**src/rtl/tdm_scan_ctrl.sv**
```systemverilog
// tdm_scan_ctrl: round-robin select sequencer for a 4:1 mux
// with settle-delayed per-channel capture of the mux output.
module tdm_scan_ctrl #(
  parameter int DWELL  = 4,
  parameter int SETTLE = 1
) (
  input  logic       clk,
  input  logic       rst,
  input  logic       start,
  input  logic       stop,
  input  logic [3:0] ch_en,
  input  logic       y_in,
  output logic [1:0] sel,
  output logic       busy,
  output logic [3:0] sample,
  output logic       sample_valid,
  output logic [1:0] sample_ch,
  output logic       frame_done
);

  typedef enum logic {IDLE, SCAN} state_t;

  localparam logic [7:0] LAST = 8'(DWELL - 1);
  localparam logic [7:0] CAP  = 8'(SETTLE);

  state_t     state, state_n;
  logic [7:0] cnt, cnt_n;
  logic [1:0] sel_n, sch_n;
  logic [3:0] sample_n;
  logic       sv_n, fd_n;

  // First enabled channel above cur, wrapping; cur itself last.
  function automatic logic [1:0] next_ch(
    input logic [3:0] en,
    input logic [1:0] cur
  );
    logic [1:0] r;
    logic [1:0] c;
    logic       found;
    r     = cur;
    found = 1'b0;
    for (int k = 1; k <= 4; k++) begin
      c = cur + 2'(k);
      if (!found && en[c]) begin
        r     = c;
        found = 1'b1;
      end
    end
    return r;
  endfunction

  function automatic logic [1:0] top_ch(
    input logic [3:0] en
  );
    logic [1:0] r;
    r = 2'd0;
    for (int i = 0; i < 4; i++) begin
      if (en[i]) r = 2'(i);
    end
    return r;
  endfunction

  always_comb begin
    state_n  = state;
    cnt_n    = cnt;
    sel_n    = sel;
    sample_n = sample;
    sch_n    = sample_ch;
    sv_n     = 1'b0;
    fd_n     = 1'b0;
    unique case (state)
      IDLE: begin
        if (start && !stop && |ch_en) begin
          state_n = SCAN;
          sel_n   = next_ch(ch_en, 2'd3);
          cnt_n   = 8'd0;
        end
      end
      SCAN: begin
        if (stop) begin
          state_n = IDLE;
          cnt_n   = 8'd0;
        end else begin
          if (cnt == CAP) begin
            sample_n[sel] = y_in;
            sch_n         = sel;
            sv_n          = 1'b1;
            fd_n          = |ch_en && (sel == top_ch(ch_en));
          end
          if (cnt == LAST) begin
            cnt_n = 8'd0;
            if (|ch_en) begin
              sel_n = next_ch(ch_en, sel);
            end else begin
              state_n = IDLE;
            end
          end else begin
            cnt_n = cnt + 8'd1;
          end
        end
      end
      default: state_n = IDLE;
    endcase
  end

  always_ff @(posedge clk or posedge rst) begin
    if (rst) begin
      state        <= IDLE;
      cnt          <= 8'd0;
      sel          <= 2'd0;
      sample       <= 4'd0;
      sample_valid <= 1'b0;
      sample_ch    <= 2'd0;
      frame_done   <= 1'b0;
    end else begin
      state        <= state_n;
      cnt          <= cnt_n;
      sel          <= sel_n;
      sample       <= sample_n;
      sample_valid <= sv_n;
      sample_ch    <= sch_n;
      frame_done   <= fd_n;
    end
  end

  assign busy = (state == SCAN);

endmodule

```
**config.mk**
```make
export PLATFORM = sky130hd
export DESIGN_NAME = tdm_scan_ctrl
export DESIGN_NICKNAME = d
export VERILOG_FILES = /design/src/rtl/tdm_scan_ctrl.sv
export SDC_FILE = /design/constraint.sdc
export NUM_CORES = 1
export LEC_CHECK = 0
export CAP_MARGIN = 20
export CORE_MARGIN = 3
export CORE_UTILIZATION = 47
export DETAILED_ROUTE_END_ITERATION = 12
export PLACE_DENSITY = 0.84
export SYNTH_ARGS = -nofsm -noshare
export SYNTH_HDL_FRONTEND = slang
export SYNTH_SLANG_ARGS = --single-unit
export TNS_END_PERCENT = 30
```
**constraint.sdc**
```tcl
create_clock -name clk -period 1.9 [get_ports clk]
set_input_delay 0.38 -clock clk [delete_from_list [all_inputs] [get_ports clk]]
set_output_delay 0.38 -clock clk [all_outputs]
set_load 0.005 [all_outputs]
```
Word-level counts from Yosys, hierarchy flattened
Index checks and enable logic that the tools add are counted.

$add $sub $neg: 4. Order comparisons: 5. Equality and inequality tests: 9. Muxes and demuxes: 69. Bitwise operators: 2. Reduce and logical (&&, ||, !) cells: 20.

Operators with widths (count): 2-to-1 mux 1 bit (40); 2-to-1 mux 2 bit (17); 2-to-1 mux 8 bit (3); case mux 8 bit (2 select lines) (1); < comparator 2 x 3 -> 1 bit (second input constant) (4); logical AND 1 bit (10); adder 8 x 1 -> 8 bit (second input constant) (1); binary-select mux 1 bit (select 2 bit) (4); == test 8 x 1 -> 1 bit (second input constant) (1); == test 8 x 2 -> 1 bit (second input constant) (1); logical NOT 1 bit (7); != test 2 bit (second input constant) (3); AND reduction 6 bit (1); adder 2 bit (second input constant) (2); bitwise mux 4 bit (1); != test 2 x 1 -> 1 bit (second input constant) (2); != test 4 x 1 -> 1 bit (second input constant) (1); case mux 2 bit (2 select lines) (1); OR reduction 4 bit (1); AND reduction 3 bit (1); adder 2 x 1 -> 2 bit (second input constant) (1); demux 1 bit (select 2 bit) (1); == test 2 bit (1); >= comparator 2 x 1 -> 1 bit (second input constant) (1); 2 further kinds (3).

Register bits: 19. Input port bits: 9. Output and inout port bits: 11. Word-level logic and storage cells: 116.

Logic depth before layout (Yosys ltp)
Depth after elaboration: 29. Mapped depth: 7. Mapped depth without buffers: 6.

Worst setup path before layout
OpenSTA, ideal clock, no wires.

Path kind: register to register. Start point: register cnt[5]. End point: register sel[1]. Library setup time: 121 ps. Arrival time: 1911 ps. Data required time: 1779 ps. Path slack: -133 ps. Stages on the path, launching flop included: 6. Path buffers: 0. Clock period less this slack: 2033 ps. Cell sequence: dfrtp_1 -> or4_4 -> or4_4 -> a221oi_4 -> o31ai_1 -> o22a_1.

Word-level cells in the longest chain between the ends: 3.

RTL lines: from (decl) (RTL line 27) `logic [7:0] cnt, cnt_n;`; from (signal assigned) (RTL line 117) `cnt <= cnt_n;`; == test 8 x 2 -> 1 bit (RTL line 90) `if (cnt == LAST) begin`; != test 2 x 1 -> 1 bit (no source line); AND reduction 6 bit (no source line); to (signal assigned) (RTL line 118) `sel <= sel_n;`; to (decl) (RTL line 13) `output logic [1:0] sel,`.

Every way passes these cells. A chain may end at the register's enable or synchronous reset.

Worst setup path in the final report
Start point: register cnt[7]. End point: register sel[0].

The elaborated chain is that of the path after synthesis.

==> results.txt <==
* Final WS setup: -0.169 ns
- In this run the worst path has a maximum fanout of 2.
- For this run, the number of standard cells in the final layout without fillers is approximately 200.
- In this run the number of H-tree levels came out at 1.
- Derived from the worst setup path, the maximum achievable clock frequency is 483 MHz.
- Setup repair after global routing could not meet its margin everywhere.
- Nature of the critical path startpoint: register
- Mapped cell area: 0.00118 sq mm
* Outcome: complete, but fails checks
- Gate count of the mapped netlist: 124
* Weighted congestion reported at the end of routability-driven placement: 0.805
- Pwr Total: 1.67 mW
- The tree is rooted in a sky130_fd_sc_hd__clkbuf_4.
* Num rows: 17
- Post-route clock skew: 0.0156 ns
* Count of final setup violators: 11
- IR analysis of the VDD net gives a maximum drop of 0.675 mV.
* DR vias: 1,123
- Headroom to the max-slew limit came out at approximately 70%.
* Clock tree from TritonCTS: built
* Setup CP Type: register to register
- Dividing total power by cell area gives a power density of 1000 mW/mm^2.
* CP top delay family: simple AND/OR/NAND/NOR gates
- For this run, design rule violations remaining after detail routing come to 0.
* Synthesis-stage register bit count: 19
- The initial utilization of the core area, before any placement, comes to ~52%.
* Final wirelength: 2800 um
- Synthesis-to-finish area growth: 40.3%
* Share of the core filled with cells: 72.4%
- With fillers left out, the area of the finished cells amounts to approximately 0.0017 sq mm.
* Critical Path End Type: register
- Max-slew violations: 0
* Later-pin clock latency in the skew report: roughly 0.30 ns
* Area of placed instances: 0.00160 sq mm
* Area fraction of the dominant cell type after synthesis: 40.1%
- Summed over all cells, the static leakage comes to approximately 0.76 nW.
* Largest net degree at the start of global routing: 20
- The number of endpoints with negative hold slack in the final report was 0.
* Y dimension of the die: 56.2 um
- Cell with the most instances on the worst path: sky130_fd_sc_hd__or4_4
* Cell taking the most area after synthesis: sky130_fd_sc_hd__dfrtp_1
- The number of hold buffers added after CTS was 0.
* Vias per cell: ~5.6
* Die extent in x: 56.2 um
- Worst-case hold slack: 0.400 ns
- Wire length of the first global-routing pass: 4580 um
- Ant diodes: 0
- Summed over all layers, the global routing overflow is 0.
- First-pass DRT Iterations: 4
- Crit path time final: 2.07 ns
- On the worst path, the slowest cell contributes a delay of 0.54 ns.
- Yosys mapped the design onto 36 distinct sky130hd cell types.
- Cell breakdown of the critical path: or4_4, or4_4, a221oi_4, buf_4, o2bb2ai_2, a21oi_2
* Sequential area share after synthesis: roughly two fifths
- The min-delay analysis places its worst path in the category input pin to asynchronous set/reset pin.
- Most common cell after layout, fill and taps aside: sky130_fd_sc_hd__buf_4
* WP buf/inv: 1
- Max-capacitance violation count: 0
* Critical-path cell with the highest stage delay: sky130_fd_sc_hd__or4_4
* Post-Synthesis Mean Instance Area: 9.56 sq um
- Actual transition at the worst max-transition pin: 0.460 ns
- The via count of the first global-routing pass came to approximately 1,100.
* Total Nets Final: between 150 and 200
* Number of buffers added on ports: 19
- The initial antenna violation count was 0.
- Including well taps, the total number of placed cells is 194.
- No sink is reached through more buffers than the 2 on the longest clock path.
- In this run, the number of DRC markers left after iteration 0 of detailed routing was 42.
- Clock tree sinks: 19
- Ports: 20
* Die footprint: 0.00316 sq mm
* Final worst path period share: 109%
* Most frequent cells in the layout: sky130_fd_sc_hd__buf_4 (32), sky130_fd_sc_hd__dfrtp_1 (19), sky130_fd_sc_hd__clkdlybuf4s50_1 (19), sky130_fd_sc_hd__nand2_1 (15)
- Clock tree synthesis inserted a total of 3 buffers.
- Detailed placement finished with a half-perimeter wire length of about 2200 um.
- The checks that failed: negative setup slack.
* Global router's overall resource usage: 17.9%
- For this run, the number of Yosys warnings is 0.
- The post-route netlist has between 20 and 30% of its cells at a drive strength greater than 1.
- After synthesis, the cell types taking the most area are sky130_fd_sc_hd__dfrtp_1 (40%), sky130_fd_sc_hd__ha_1 (6.3%), sky130_fd_sc_hd__mux2_2 (5.7%).
- Dividing the detail-routed wire length by the instance count gives 13.9 um.
* CP arrival: 2.29 ns
- STA puts the critical path data required time at 2.12 ns.
* Clock transition at the registers of the reported paths: between 0.1 and 0.15 ns
* Post-route ant nets: 0
- Net count after synthesis: 139
- Core footprint: 0.00230 sq mm
[logic make-up (layout without fill, tap and decap cells)]
family | Yosys count | after routing | synth area share, %
AND/OR/NAND/NOR | 41 | 41 | 18.8
flip-flops | 19 | 19 | 40.1
adder cells (fa/ha/maj) | 6 | 6 | 6.34
buffers and inverters | 14 | 63 | 4.65
AO/OA/AOI/OAI | 33 | 33 | 20.4
multiplexers | 9 | 9 | 8.24
XOR/XNOR | 2 | 2 | 1.48
[sequential cells by signal (all words and copies together) (netlist names)]
| register | cells |
|---|---|
| sample | 4 |
| frame_done | 1 |
| sel | 2 |
| busy | 1 |
| sample_ch | 2 |
| cnt | 8 |
| sample_valid | 1 |
[metrics by stage]
stage	setup slack, ns	TNS [ns]
floorplan	-0.133	-0.134
global placement	-0.123	-0.303
detailed placement	-0.199	-0.639
CTS	-0.186	-0.622
global route	-0.225	-1.51
finish	-0.169	-0.489
[per-layer routing]
metal	routed length, um	GRT usage, %	up-vias
li1	-	-	547
met1	1210	22.0	541
met2	1430	31.6	31
met3	131	4.64	4
met4	27	3.05	0
met5	0	0	-
[worst register-to-register path, stage by stage (launching register included)]
cell	delay [ns]
sky130_fd_sc_hd__dfrtp_1	0.41
sky130_fd_sc_hd__or4_4	0.54
sky130_fd_sc_hd__or4_4	0.46
sky130_fd_sc_hd__a221oi_4	0.26
sky130_fd_sc_hd__buf_4	0.16
sky130_fd_sc_hd__o2bb2ai_2	0.06
sky130_fd_sc_hd__a21oi_2	0.10
[final timing paths]
| kind | startpoint | end | slack (ns) | cells after the start |
|---|---|---|---|---|
| max | cnt[7]$_DFFE_PP0P_ | sel[0]$_DFFE_PP0P_ | -0.17 | 6 |
| min | rst | sample[2]$_DFFE_PP0P_ | 0.40 | 3 |
| max reg2reg | cnt[7]$_DFFE_PP0P_ | sel[0]$_DFFE_PP0P_ | -0.17 | 6 |
| min reg2reg | sample[1]$_DFFE_PP0P_ | sample[1]$_DFFE_PP0P_ | 0.52 | 1 |
| max in group asynchronous | rst | sel[0]$_DFFE_PP0P_ | 1.28 | 3 |
| min in group clk | sample[1]$_DFFE_PP0P_ | sample[1]$_DFFE_PP0P_ | 0.52 | 1 |
[report_power, final]
group	internal (mW)	leakage [nW]	switching, mW
sequential	0.499	0.249	0.0819
clock	0.0783	0.0177	0.122
combinational	0.503	0.489	0.383
total	1.08	0.756	0.586
[synth_stat cells (all sizes together)]
library cell  number
xnor2              2
mux2               6
a22oi              1
o21bai             1
o41ai              1
o21ai             10
or3                1
nand2             15
or4                2
o31ai              6
a211o              1
a21oi              2
a221oi             1
nand2b             2
a311o              1
nand3              2
clkbuf             3
and3               4
ha                 6
o2bb2ai            1
a311oi             1
o211ai             1
nor3b              1
o22a               1
nor4               2
buf                3
nor2               7
a31oi              3
dfrtp             19
nor3               2
nor2b              3
mux2i              3
inv                8
a211oi             2
[final cells by class]
| type | instances | area (sq um) |
|---|---|---|
| fill | 173 | 634 |
| clock buffer | 3 | 22.5 |
| timing repair buffer | 51 | 430 |
| tap | 28 | 35.0 |
| clock inverter | 1 | 5.00 |
| multi-input combinational | 91 | 664 |
| inverter | 8 | 30.0 |
| sequential | 19 | 475 |
[repair_timing]
action                                  4_1_cts  5_1_grt
gates resized for setup                       2        2
setup buffers                                 2        1
endpoints found under the setup margin       11       17
pin swaps                                     1        0
(Power assumes the default switching activity.)
